==> config.mk <==
export PLATFORM = sky130hd
export DESIGN_NAME = ultrasonic_ranger_flat
export DESIGN_NICKNAME = d
export VERILOG_FILES = /design/src/rtl/ranger_pkg.sv /design/src/rtl/ultrasonic_ranger_if.sv /design/src/rtl/echo_sync.sv /design/src/rtl/ultrasonic_ranger.sv /design/src/flat_wrapper.sv
export SDC_FILE = /design/constraint.sdc
export NUM_CORES = 1
export LEC_CHECK = 0
export CAP_MARGIN = 15
export CORE_AREA = 2 2 133 135
export CTS_CLUSTER_SIZE = 30
export DETAILED_ROUTE_END_ITERATION = 10
export DIE_AREA = 0 0 135 137
export GPL_TIMING_DRIVEN = 0
export PLACE_DENSITY = 0.5
export SLEW_MARGIN = 30
export SYNTH_ARGS = -nofsm -noshare
export SYNTH_HDL_FRONTEND = slang
export SYNTH_HIERARCHICAL = 1
export SYNTH_SLANG_ARGS = --single-unit
==> constraint.sdc <==
create_clock -name clk -period 2.29 [get_ports clk]
set_input_delay 0.458 -clock clk [delete_from_list [all_inputs] [get_ports clk]]
set_output_delay 0.458 -clock clk [all_outputs]
set_load 0.02 [all_outputs]
==> src/rtl/ranger_pkg.sv <==
// Shared types and constants for the ultrasonic ranger.
// Echo-width bins map onto 400 Hz PWM compare values.
package ranger_pkg;

   localparam int PWM_W  = 19;
   localparam int ECHO_W = 23;

   typedef enum logic [1:0] {
      ST_IDLE,
      ST_TRIG,
      ST_WAIT_RISE,
      ST_MEASURE
   } state_e;

   localparam int BIN_THR0 = 475250;
   localparam int BIN_THR1 = 950500;
   localparam int BIN_THR2 = 1425750;

   localparam logic [PWM_W-1:0] DUTY_0 = 19'd62500;
   localparam logic [PWM_W-1:0] DUTY_1 = 19'd125000;
   localparam logic [PWM_W-1:0] DUTY_2 = 19'd187500;
   localparam logic [PWM_W-1:0] DUTY_3 = 19'd250000;

   function automatic logic [PWM_W-1:0] bin_duty(
      input logic [ECHO_W-1:0] w,
      input logic [ECHO_W-1:0] t0,
      input logic [ECHO_W-1:0] t1,
      input logic [ECHO_W-1:0] t2
   );
      if (w <= t0)      return DUTY_0;
      else if (w <= t1) return DUTY_1;
      else if (w <= t2) return DUTY_2;
      else              return DUTY_3;
   endfunction

endpackage

==> src/rtl/ultrasonic_ranger_if.sv <==
// Sensor pins and PWM-stage outputs of the ranger.
// master: the ranger itself; slave: the consumer/sensor side.
interface ultrasonic_ranger_if;

   logic                            echo;
   logic                            trig;
   logic [ranger_pkg::PWM_W-1:0]    pulse_width;
   logic [ranger_pkg::ECHO_W-1:0]   echo_cycles;
   logic                            meas_valid;
   logic                            timeout;

   modport master (
      input  echo,
      output trig, pulse_width, echo_cycles, meas_valid, timeout
   );

   modport slave (
      output echo,
      input  trig, pulse_width, echo_cycles, meas_valid, timeout
   );

endinterface

==> src/rtl/echo_sync.sv <==
// 2-flop echo synchroniser; ECHO_DEGLITCH_EN adds a 4-cycle
// stable-level filter after the synchroniser.
module echo_sync (
   input  logic clk,
   input  logic rst_n,
   input  logic i_echo,
   output logic o_echo_s
);

   logic r_meta;
   logic r_sync;

   always_ff @(posedge clk or negedge rst_n) begin
      if (!rst_n) begin
         r_meta <= 1'b0;
         r_sync <= 1'b0;
      end else begin
         r_meta <= i_echo;
         r_sync <= r_meta;
      end
   end

`ifdef ECHO_DEGLITCH_EN
   logic       r_filt;
   logic [1:0] r_hold;

   // r_hold counts consecutive cycles the synced level differs from r_filt
   always_ff @(posedge clk or negedge rst_n) begin
      if (!rst_n) begin
         r_filt <= 1'b0;
         r_hold <= 2'd0;
      end else if (r_sync == r_filt) begin
         r_hold <= 2'd0;
      end else if (r_hold == 2'd3) begin
         r_filt <= r_sync;
         r_hold <= 2'd0;
      end else begin
         r_hold <= r_hold + 2'd1;
      end
   end

   assign o_echo_s = r_filt;
`else
   assign o_echo_s = r_sync;
`endif

endmodule

==> src/rtl/ultrasonic_ranger.sv <==
// HC-SR04 ranger: periodic trigger, echo timing, PWM bin mapping.
// Optional ECHO_DEGLITCH_EN enables the echo deglitch filter.
module ultrasonic_ranger
   import ranger_pkg::*;
#(
   parameter int TRIG_CYCLES   = 1000,
   parameter int RISE_TIMEOUT  = 2_500_000,
   parameter int ECHO_TIMEOUT  = 3_802_000,
   parameter int PERIOD_CYCLES = 10_000_000,
   parameter int BIN_T0        = BIN_THR0,
   parameter int BIN_T1        = BIN_THR1,
   parameter int BIN_T2        = BIN_THR2
) (
   input logic                 clk,
   input logic                 rst_n,
   ultrasonic_ranger_if.master bus
);

   localparam int CW = $clog2(PERIOD_CYCLES + 1);

   if (TRIG_CYCLES + RISE_TIMEOUT + ECHO_TIMEOUT >= PERIOD_CYCLES)
   begin : g_param_chk
      $error("ultrasonic_ranger: trig+rise+echo must fit in period");
   end

   logic w_echo_s;
   logic w_rise;

   state_e              r_state;
   logic [CW-1:0]       r_pcnt;
   logic [CW-1:0]       r_cnt;
   logic [ECHO_W-1:0]   r_ecnt;
   logic                r_echo_d;
   logic                r_trig;
   logic [PWM_W-1:0]    r_pw;
   logic [ECHO_W-1:0]   r_ecyc;
   logic                r_valid;
   logic                r_tmo;

   echo_sync u_echo_sync (
      .clk      (clk),
      .rst_n    (rst_n),
      .i_echo   (bus.echo),
      .o_echo_s (w_echo_s)
   );

   // a level already high on entry to WAIT_RISE is not an edge
   assign w_rise = w_echo_s & ~r_echo_d;

   always_ff @(posedge clk or negedge rst_n) begin
      if (!rst_n) begin
         r_state  <= ST_IDLE;
         r_pcnt   <= '0;
         r_cnt    <= '0;
         r_ecnt   <= '0;
         r_echo_d <= 1'b0;
         r_trig   <= 1'b0;
         r_pw     <= '0;
         r_ecyc   <= '0;
         r_valid  <= 1'b0;
         r_tmo    <= 1'b0;
      end else begin
         r_echo_d <= w_echo_s;
         r_valid  <= 1'b0;
         if (r_pcnt == CW'(PERIOD_CYCLES - 1)) r_pcnt <= '0;
         else                                  r_pcnt <= r_pcnt + CW'(1);

         unique case (r_state)
            ST_IDLE: begin
               if (r_pcnt == '0) begin
                  r_state <= ST_TRIG;
                  r_trig  <= 1'b1;
                  r_cnt   <= '0;
               end
            end
            ST_TRIG: begin
               if (r_cnt == CW'(TRIG_CYCLES - 1)) begin
                  r_state <= ST_WAIT_RISE;
                  r_trig  <= 1'b0;
                  r_cnt   <= '0;
               end else begin
                  r_cnt <= r_cnt + CW'(1);
               end
            end
            ST_WAIT_RISE: begin
               if (w_rise) begin
                  r_state <= ST_MEASURE;
                  r_ecnt  <= ECHO_W'(1);
               end else if (r_cnt == CW'(RISE_TIMEOUT - 1)) begin
                  r_state <= ST_IDLE;
                  r_tmo   <= 1'b1;
               end else begin
                  r_cnt <= r_cnt + CW'(1);
               end
            end
            ST_MEASURE: begin
               // reaching the limit wins even if echo falls this cycle
               if (r_ecnt == ECHO_W'(ECHO_TIMEOUT)) begin
                  r_state <= ST_IDLE;
                  r_tmo   <= 1'b1;
               end else if (!w_echo_s) begin
                  r_state <= ST_IDLE;
                  r_ecyc  <= r_ecnt;
                  r_pw    <= bin_duty(r_ecnt,
                                      ECHO_W'(BIN_T0),
                                      ECHO_W'(BIN_T1),
                                      ECHO_W'(BIN_T2));
                  r_valid <= 1'b1;
                  r_tmo   <= 1'b0;
               end else begin
                  r_ecnt <= r_ecnt + ECHO_W'(1);
               end
            end
            default: r_state <= ST_IDLE;
         endcase
      end
   end

   assign bus.trig        = r_trig;
   assign bus.pulse_width = r_pw;
   assign bus.echo_cycles = r_ecyc;
   assign bus.meas_valid  = r_valid;
   assign bus.timeout     = r_tmo;

endmodule

==> src/flat_wrapper.sv <==
// flat-port wrapper written by rule: the top's interface ports become plain ports
module ultrasonic_ranger_flat import ranger_pkg::*;
#(
   parameter int TRIG_CYCLES   = 1000,
   parameter int RISE_TIMEOUT  = 2_500_000,
   parameter int ECHO_TIMEOUT  = 3_802_000,
   parameter int PERIOD_CYCLES = 10_000_000,
   parameter int BIN_T0        = BIN_THR0,
   parameter int BIN_T1        = BIN_THR1,
   parameter int BIN_T2        = BIN_THR2
)
  (clk, rst_n, bus_echo, bus_trig, bus_pulse_width, bus_echo_cycles, bus_meas_valid, bus_timeout);
  ultrasonic_ranger_if bus_i ();
  input logic clk;
  input logic rst_n;
  input wire logic [$bits(bus_i.echo)-1:0] bus_echo;
  output wire logic [$bits(bus_i.trig)-1:0] bus_trig;
  output wire logic [$bits(bus_i.pulse_width)-1:0] bus_pulse_width;
  output wire logic [$bits(bus_i.echo_cycles)-1:0] bus_echo_cycles;
  output wire logic [$bits(bus_i.meas_valid)-1:0] bus_meas_valid;
  output wire logic [$bits(bus_i.timeout)-1:0] bus_timeout;
  assign bus_i.echo = bus_echo;
  assign bus_trig = bus_i.trig;
  assign bus_pulse_width = bus_i.pulse_width;
  assign bus_echo_cycles = bus_i.echo_cycles;
  assign bus_meas_valid = bus_i.meas_valid;
  assign bus_timeout = bus_i.timeout;
  ultrasonic_ranger #(.TRIG_CYCLES(TRIG_CYCLES), .RISE_TIMEOUT(RISE_TIMEOUT), .ECHO_TIMEOUT(ECHO_TIMEOUT), .PERIOD_CYCLES(PERIOD_CYCLES), .BIN_T0(BIN_T0), .BIN_T1(BIN_T1), .BIN_T2(BIN_T2)) u_core (.clk(clk), .rst_n(rst_n), .bus(bus_i));
endmodule
After elaboration in Yosys (flattened, before gate mapping)
Cells that the tools add are included.
W data, S select, Z words.
{"block": "word_totals", "register_bits": 121, "out_inout_bits": 45, "elab_cells": 81, "inputBits": 3}
{"block": "classes", "n_mux": 31, "bitwise": 4, "n_eq_ne": 17, "n_addsub": 3, "n_lt_le_gt_ge": 3, "reduce_logical": 11}
{"op": "$mux W24", "count": 5}
{"op": "$pmux W24 S3", "count": 1}
{"op": "$mux W23", "count": 3}
{"op": "$add A24 B1 Y24 const B", "count": 2}
{"op": "$pmux W23 S2", "count": 1}
{"op": "$mux W19", "count": 2}
{"op": "$eq A24 B10 Y1 const B", "count": 1}
{"op": "$eq A24 B22 Y1 const B", "count": 1}
{"op": "$eq A24 B24 Y1 const B", "count": 1}
{"op": "$logic_not A24 Y1", "count": 1}
{"op": "$add A23 B1 Y23 const B", "count": 1}
{"op": "$eq A23 B22 Y1 const B", "count": 1}
{"op": "$le A23 B19 Y1 const B", "count": 1}
{"op": "$le A23 B20 Y1 const B", "count": 1}
{"op": "$le A23 B21 Y1 const B", "count": 1}
{"op": "$mux W17", "count": 1}
{"op": "$reduce_and A4 Y1", "count": 4}
{"op": "$mux W2", "count": 6}
{"op": "$mux W1", "count": 9}
{"op": "$ne A2 B1 Y1 const B", "count": 4}
{"op": "$ne A2 B2 Y1 const B", "count": 4}
{"op": "$pmux W2 S4", "count": 1}
{"op": "$reduce_and A3 Y1", "count": 2}
{"op": "$eq A2 B2 Y1 const B", "count": 2}
{"op": "9 further kinds", "count": 13}

Longest topological paths before layout
{"block": "logic_depth", "word_depth": 4, "mapped_depth": 11, "mapped_depth_nobuf": 9}

Modules after synthesis
The synthesis kept the hierarchy.
{"mod": "ultrasonic_ranger", "area_per_inst_um2": 5808.1, "n_inst": 1, "seq_area_each_um2": 2702.6, "cells_each": 632}
{"mod": "echo_sync", "area_per_inst_um2": 50.0, "n_inst": 1, "seq_area_each_um2": 50.0, "cells_each": 2}

Worst setup path before layout
No wires, ideal clock.
{"block": "synth_timing", "path_kind": "register to register", "start": "reg u_core.r_cnt[0]", "end": "reg u_core.r_cnt[19]", "arrival_ns": 1.848, "setup_slack_ns": 0.310, "path_buffers": 1, "required_time_ns": 2.159, "synth_period_minus_slack_ns": 1.980, "stages_incl_launch_ff": 9, "setup_time_ns": 0.131, "path_cell_list": "dfrtp_1 > ha_1 > nor4b_1 > nand4b_1 > o21ai_2 > buf_2 > nor2_1 > o21ai_0 > o31ai_1"}
{"block": "synth_between", "elab_chain_cells": 4, "word_cells_on_any_way": 9, "classes_between": "1 x add/sub; 3 x eq/ne; 4 x mux; 1 x reduce/logical"}
{"element": "from (decl)", "line_no": "ultrasonic_ranger.sv:31", "text": "logic [CW-1:0] r_cnt;"}
{"element": "from (signal assigned)", "line_no": "ultrasonic_ranger.sv:82", "text": "r_cnt <= r_cnt + CW'(1);"}
{"element": "from (signal assigned)", "line_no": "ultrasonic_ranger.sv:93", "text": "r_cnt <= r_cnt + CW'(1);"}
{"element": "$add A24 B1 Y24", "line_no": "ultrasonic_ranger.sv:82, ultrasonic_ranger.sv:93"}
{"element": "$mux W24", "line_no": "ultrasonic_ranger.sv:89", "text": "end else if (r_cnt == CW'(RISE_TIMEOUT - 1)) begin"}
{"element": "$mux W24", "line_no": "ultrasonic_ranger.sv:86", "text": "if (w_rise) begin"}
{"element": "$pmux W24 S3", "line_no": "ultrasonic_ranger.sv:68", "text": "unique case (r_state)"}
Parallel ways exist; a longest one is shown, timed or not. The select of a mux whose other input is x is not followed.
A chain may end at the register's enable or synchronous reset.

Worst setup path after layout
{"block": "layout_timing", "start": "reg u_core.r_ecnt[11]", "end": "reg u_core.r_pw[16], in the netlist u_core/bus.pulse_width[16]"}
{"block": "layout_between", "elab_chain_cells": 4, "word_cells_on_any_way": 9, "classes_between": "3 x order compare; 1 x eq/ne; 3 x mux; 1 x bitwise; 1 x reduce/logical"}
{"element": "from (decl)", "line_no": "ultrasonic_ranger.sv:32", "text": "logic [ECHO_W-1:0] r_ecnt;"}
{"element": "from (signal assigned)", "line_no": "ultrasonic_ranger.sv:111", "text": "r_ecnt <= r_ecnt + ECHO_W'(1);"}
{"element": "$le A23 B21 Y1", "line_no": "ranger_pkg.sv:32", "text": "else if (w <= t2) return DUTY_2;"}
{"element": "$mux W17", "line_no": "ranger_pkg.sv:32"}
{"element": "$mux W19", "line_no": "ranger_pkg.sv:31", "text": "else if (w <= t1) return DUTY_1;"}
{"element": "$mux W19", "line_no": "ranger_pkg.sv:30", "text": "if (w <= t0) return DUTY_0;"}
{"element": "to (signal assigned)", "line_no": "ultrasonic_ranger.sv:104", "text": "r_pw <= bin_duty(r_ecnt,"}
{"element": "to (decl)", "line_no": "ultrasonic_ranger.sv:35", "text": "logic [PWM_W-1:0] r_pw;"}
Parallel ways exist; a longest one is shown, timed or not.

==> summary.md <==
| Metric | Value |
|---|---|
| Largest family of logic cells by synthesized area | simple AND/OR/NAND/NOR gates |
| Via density per instance | 5.14 |
| Synth Area in Compound Gates | 12.2% |
| CTS root buf | clkbuf_16 |
| Post-synthesis mux area share | 0.748% |
| Flop2flop setup slack | 0.12 ns |
| Worst Setup End Kind | flop |
| Area after DPL | 6610 um2 |
| Area leader, netlist | dfrtp_1 |
| Share of the synthesized area in the top cell type | 47.0% |
| DRC violations left | 0 |
| Cell chain of the critical path | or3_4 -> o31a_1 -> o311a_1 -> nor3_4 -> o311ai_2 -> o21a_1 |
| Detailed Route WL | 14.7 mm |
| Max IR drop VDD | 0.356 mV |
| Core footprint | 17,100 um2 |
| Yosys cell types | 71 |
| Final instance area | 7170 um2 |
| Hold crit path type | flop to flop |
| Routed len/inst | 15.8 um |
| Async set or reset register ratio after synthesis | 100% |
| Layout cell share with drive strength beyond 1 | 14.8% |
| Worst path max stage delay | 0.46 ns |
| FP Rows | 48 |
| Slew Viols, Final | 0 |
| Worst Path Buf+Inv | 0 |
| Nets | 715 |
| YS warnings | 6 |
| MaxCap Viol Count | 0 |
| Slowest cell on crit path | dfrtp_1 |
| First-pass GRT wire length | 24.1 mm |
| Final Non-Filler Cells | 930 |
| Initial antenna violation count | 0 |
| Slew margin rel. | 61.7% |
| Seq/Total Area, Yosys | 47.0% |
| Syn-to-layout area delta | 22.5% |
| Final Hold Viols | 0 |
| Slew @ Worst Pin | 0.574 ns |
| Die X | 135 um |
| Clk Latency, worst-skew pair | 0.35 ns |
| # setup viols final | 0 |
| Synth top cells by count | 110 x dfrtp_1, 98 x nand2_1, 59 x nor2_1, 39 x nand3_1, 36 x o21ai_0 |
| RSZ-0062 raised after global routing | no |
| HPWL after DPL | 10.4 mm |
| Inst Count DP | 906 |
| Most frequent cell after synthesis | dfrtp_1 |
| PD cells | 530 nW/um2 |
| Max Freq | 460 MHz |
| Synthesized area per cell | 9.24 um2 |
| Xor/xnor cell area share of the yosys netlist | 5.98% |
| Grt ovf | 0 |
| CTS Buffer Depth | 2 |
| Routed vias | 4,778 |
| Clock slew at reported path FFs | 0.07 ns |
| GRT Total Usage | 16.7% |
| Synth area leaders | dfrtp_1 47%, nand2_1 6.3%, xnor2_1 4.5%, nor2_1 3.8%, nand3_1 3.3% |
| CP delay by family, top | compound AO/OA/AOI/OAI gates |
| CTS Buf Count | 9 |
| Vias in the first global route | 4,523 |
| Htree depth | 3 |
| Post-Synth Simple-Gate Area | 25.6% |
| Die height | 137 um |
| Diodes inserted | 0 |
| Fin crit share | 94.9% |
| Clock period minus worst slack | 2.17 ns |
| Layout Skew | 0.00765 ns |
| CP Launch Type | flop |
| Die ar. | 18,500 um2 |
| CP Class | flop to flop |
| Starting DRC count in detailed routing | 294 |
| Gpl congestion | 0.876 |
| # IOs | 48 |
| Crit Path Max Fanout | 6 |
| Cells after synthesis | 634 |
| I/O Buffers | 42 |
| DRT antenna net count | 0 |
| Leakage | 3.05 nW |
| Drt first pass iters | 4 |
| Flop and latch count out of synthesis | 110 |
| Worst EP required | 2.53 ns |
| CP arrival | 2.42 ns |
| Layout Utilization | 42.1% |
| Largest net degree at the start of global routing | 81 |
| CTS tree | built |
| Post-synthesis adder-cell area fraction | 2.35% |
| Starting Density | 34.3% |
| Outcome | finished, final reports clean |
| Top_reg_cell synth | dfrtp_1 |
| Clock sinks | 110 |
| Min Hold Slack | 0.355 ns |
| EDFF count, synth | 0 |
| Area of the mapped netlist | 5860 um2 |
flip-flops by register name, indices dropped and copies added, names as in the netlist:
signal / count
u_core/bus.echo_cycles: 23
u_core/bus.meas_valid: 1
u_core/bus.pulse_width: 8
u_core/bus.timeout: 1
u_core/bus.trig: 1
u_core/r_cnt: 24
u_core/r_echo_d: 1
u_core/r_ecnt: 23
u_core/r_pcnt: 24
u_core/r_state: 2
u_core/u_echo_sync/o_echo_s: 1
u_core/u_echo_sync/r_meta: 1
placed cells by master, fill, tap and decap left out, types with 7 or more instances in the layout:
cell type        Yosys  layout
nand2b_1             7       7
buf_4               11      21
nor2_1              59      59
xnor2_1             30      30
o31ai_1             16      14
dfrtp_1            110     107
clkdlybuf4s50_1      0      41
o21ai_0             36      35
nand2_1             98      98
ha_1                11       9
a21oi_1             21      21
nand4_1             18      18
and3_1              11      11
nand3_1             39      37
buf_6                6       7
o21ai_1              7       7
inv_1               17      15
nor3_1              10       8
buf_2               13      10
xor2_1              10      10
clkbuf_16            0       9
area by class of cell:
type | count | area [um2]
Fill cell | 1703 | 9880
Multi-Input combinational cell | 467 | 2900
Sequential cell | 110 | 2760
Timing Repair Buffer | 52 | 523
Buffer | 43 | 309
Tap cell | 225 | 282
Clock buffer | 11 | 243
Clock inverter | 4 | 95.1
Inverter | 18 | 67.6
through the flow:
stage	total power (W)	setup WS, ns	setup TNS, ns
floorplan	0.00200	0.310	0
global placement	0.00204	-3.59	-397.97
detailed placement	0.00205	-0.161	-4.50
CTS	0.00387	0.00929	0
global route	0.00396	0.000818	0
finish	0.00380	0.116	0
timing repair:
action / CTS / global route
resized for setup: 12 / 30
setup buffers: 3 / 5
endpoints found under the hold margin: 30 / 0
pin swaps: 3 / 5
endpoints found under the setup margin: 52 / 85
hold buffers: 1 / 0
power by group:
| group | internal, W | switching [W] |
|---|---|---|
| clock | 0.00109 | 0.000703 |
| combinational | 0.0000161 | 0.0000475 |
| sequential | 0.00194 | 0.00000200 |
routing by layer:
| layer | wire length, um | vias up | part of all wire [%] | track usage (%) |
|---|---|---|---|---|
| li1 | - | 2345 | - | - |
| met1 | 7470 | 2328 | 51 | 24.9 |
| met2 | 6460 | 92 | 44 | 24.8 |
| met3 | 533 | 13 | 3.6 | 2.41 |
| met4 | 191 | 0 | 1.3 | 5.73 |
| met5 | 0 | - | 0 | 0 |
cells by family after synthesis:
group / count (synthesis)
simple gates: 295
compound gates: 112
flops: 110
buf+inv: 61
xor+xnor: 40
fa+ha+maj: 11
mux: 4
other cells: 1
path summary, 6_finish.rpt:
| check | start | end | cells past startpoint |
|---|---|---|---|
| worst min register to register | u_core/u_echo_sync/r_meta | u_core/u_echo_sync/o_echo_s | 0 |
| min in group asynchronous | rst_n | u_core/bus.pulse_width[10] | 2 |
| worst max register to register | u_core/r_ecnt[11] | u_core/bus.pulse_width[16] | 6 |
| max in group asynchronous | rst_n | u_core/r_cnt[6] | 3 |
| worst max-delay path | u_core/r_ecnt[11] | u_core/bus.pulse_width[16] | 6 |
| worst min-delay path | u_core/u_echo_sync/r_meta | u_core/u_echo_sync/o_echo_s | 0 |
Power figures use the tool's default switching activity.
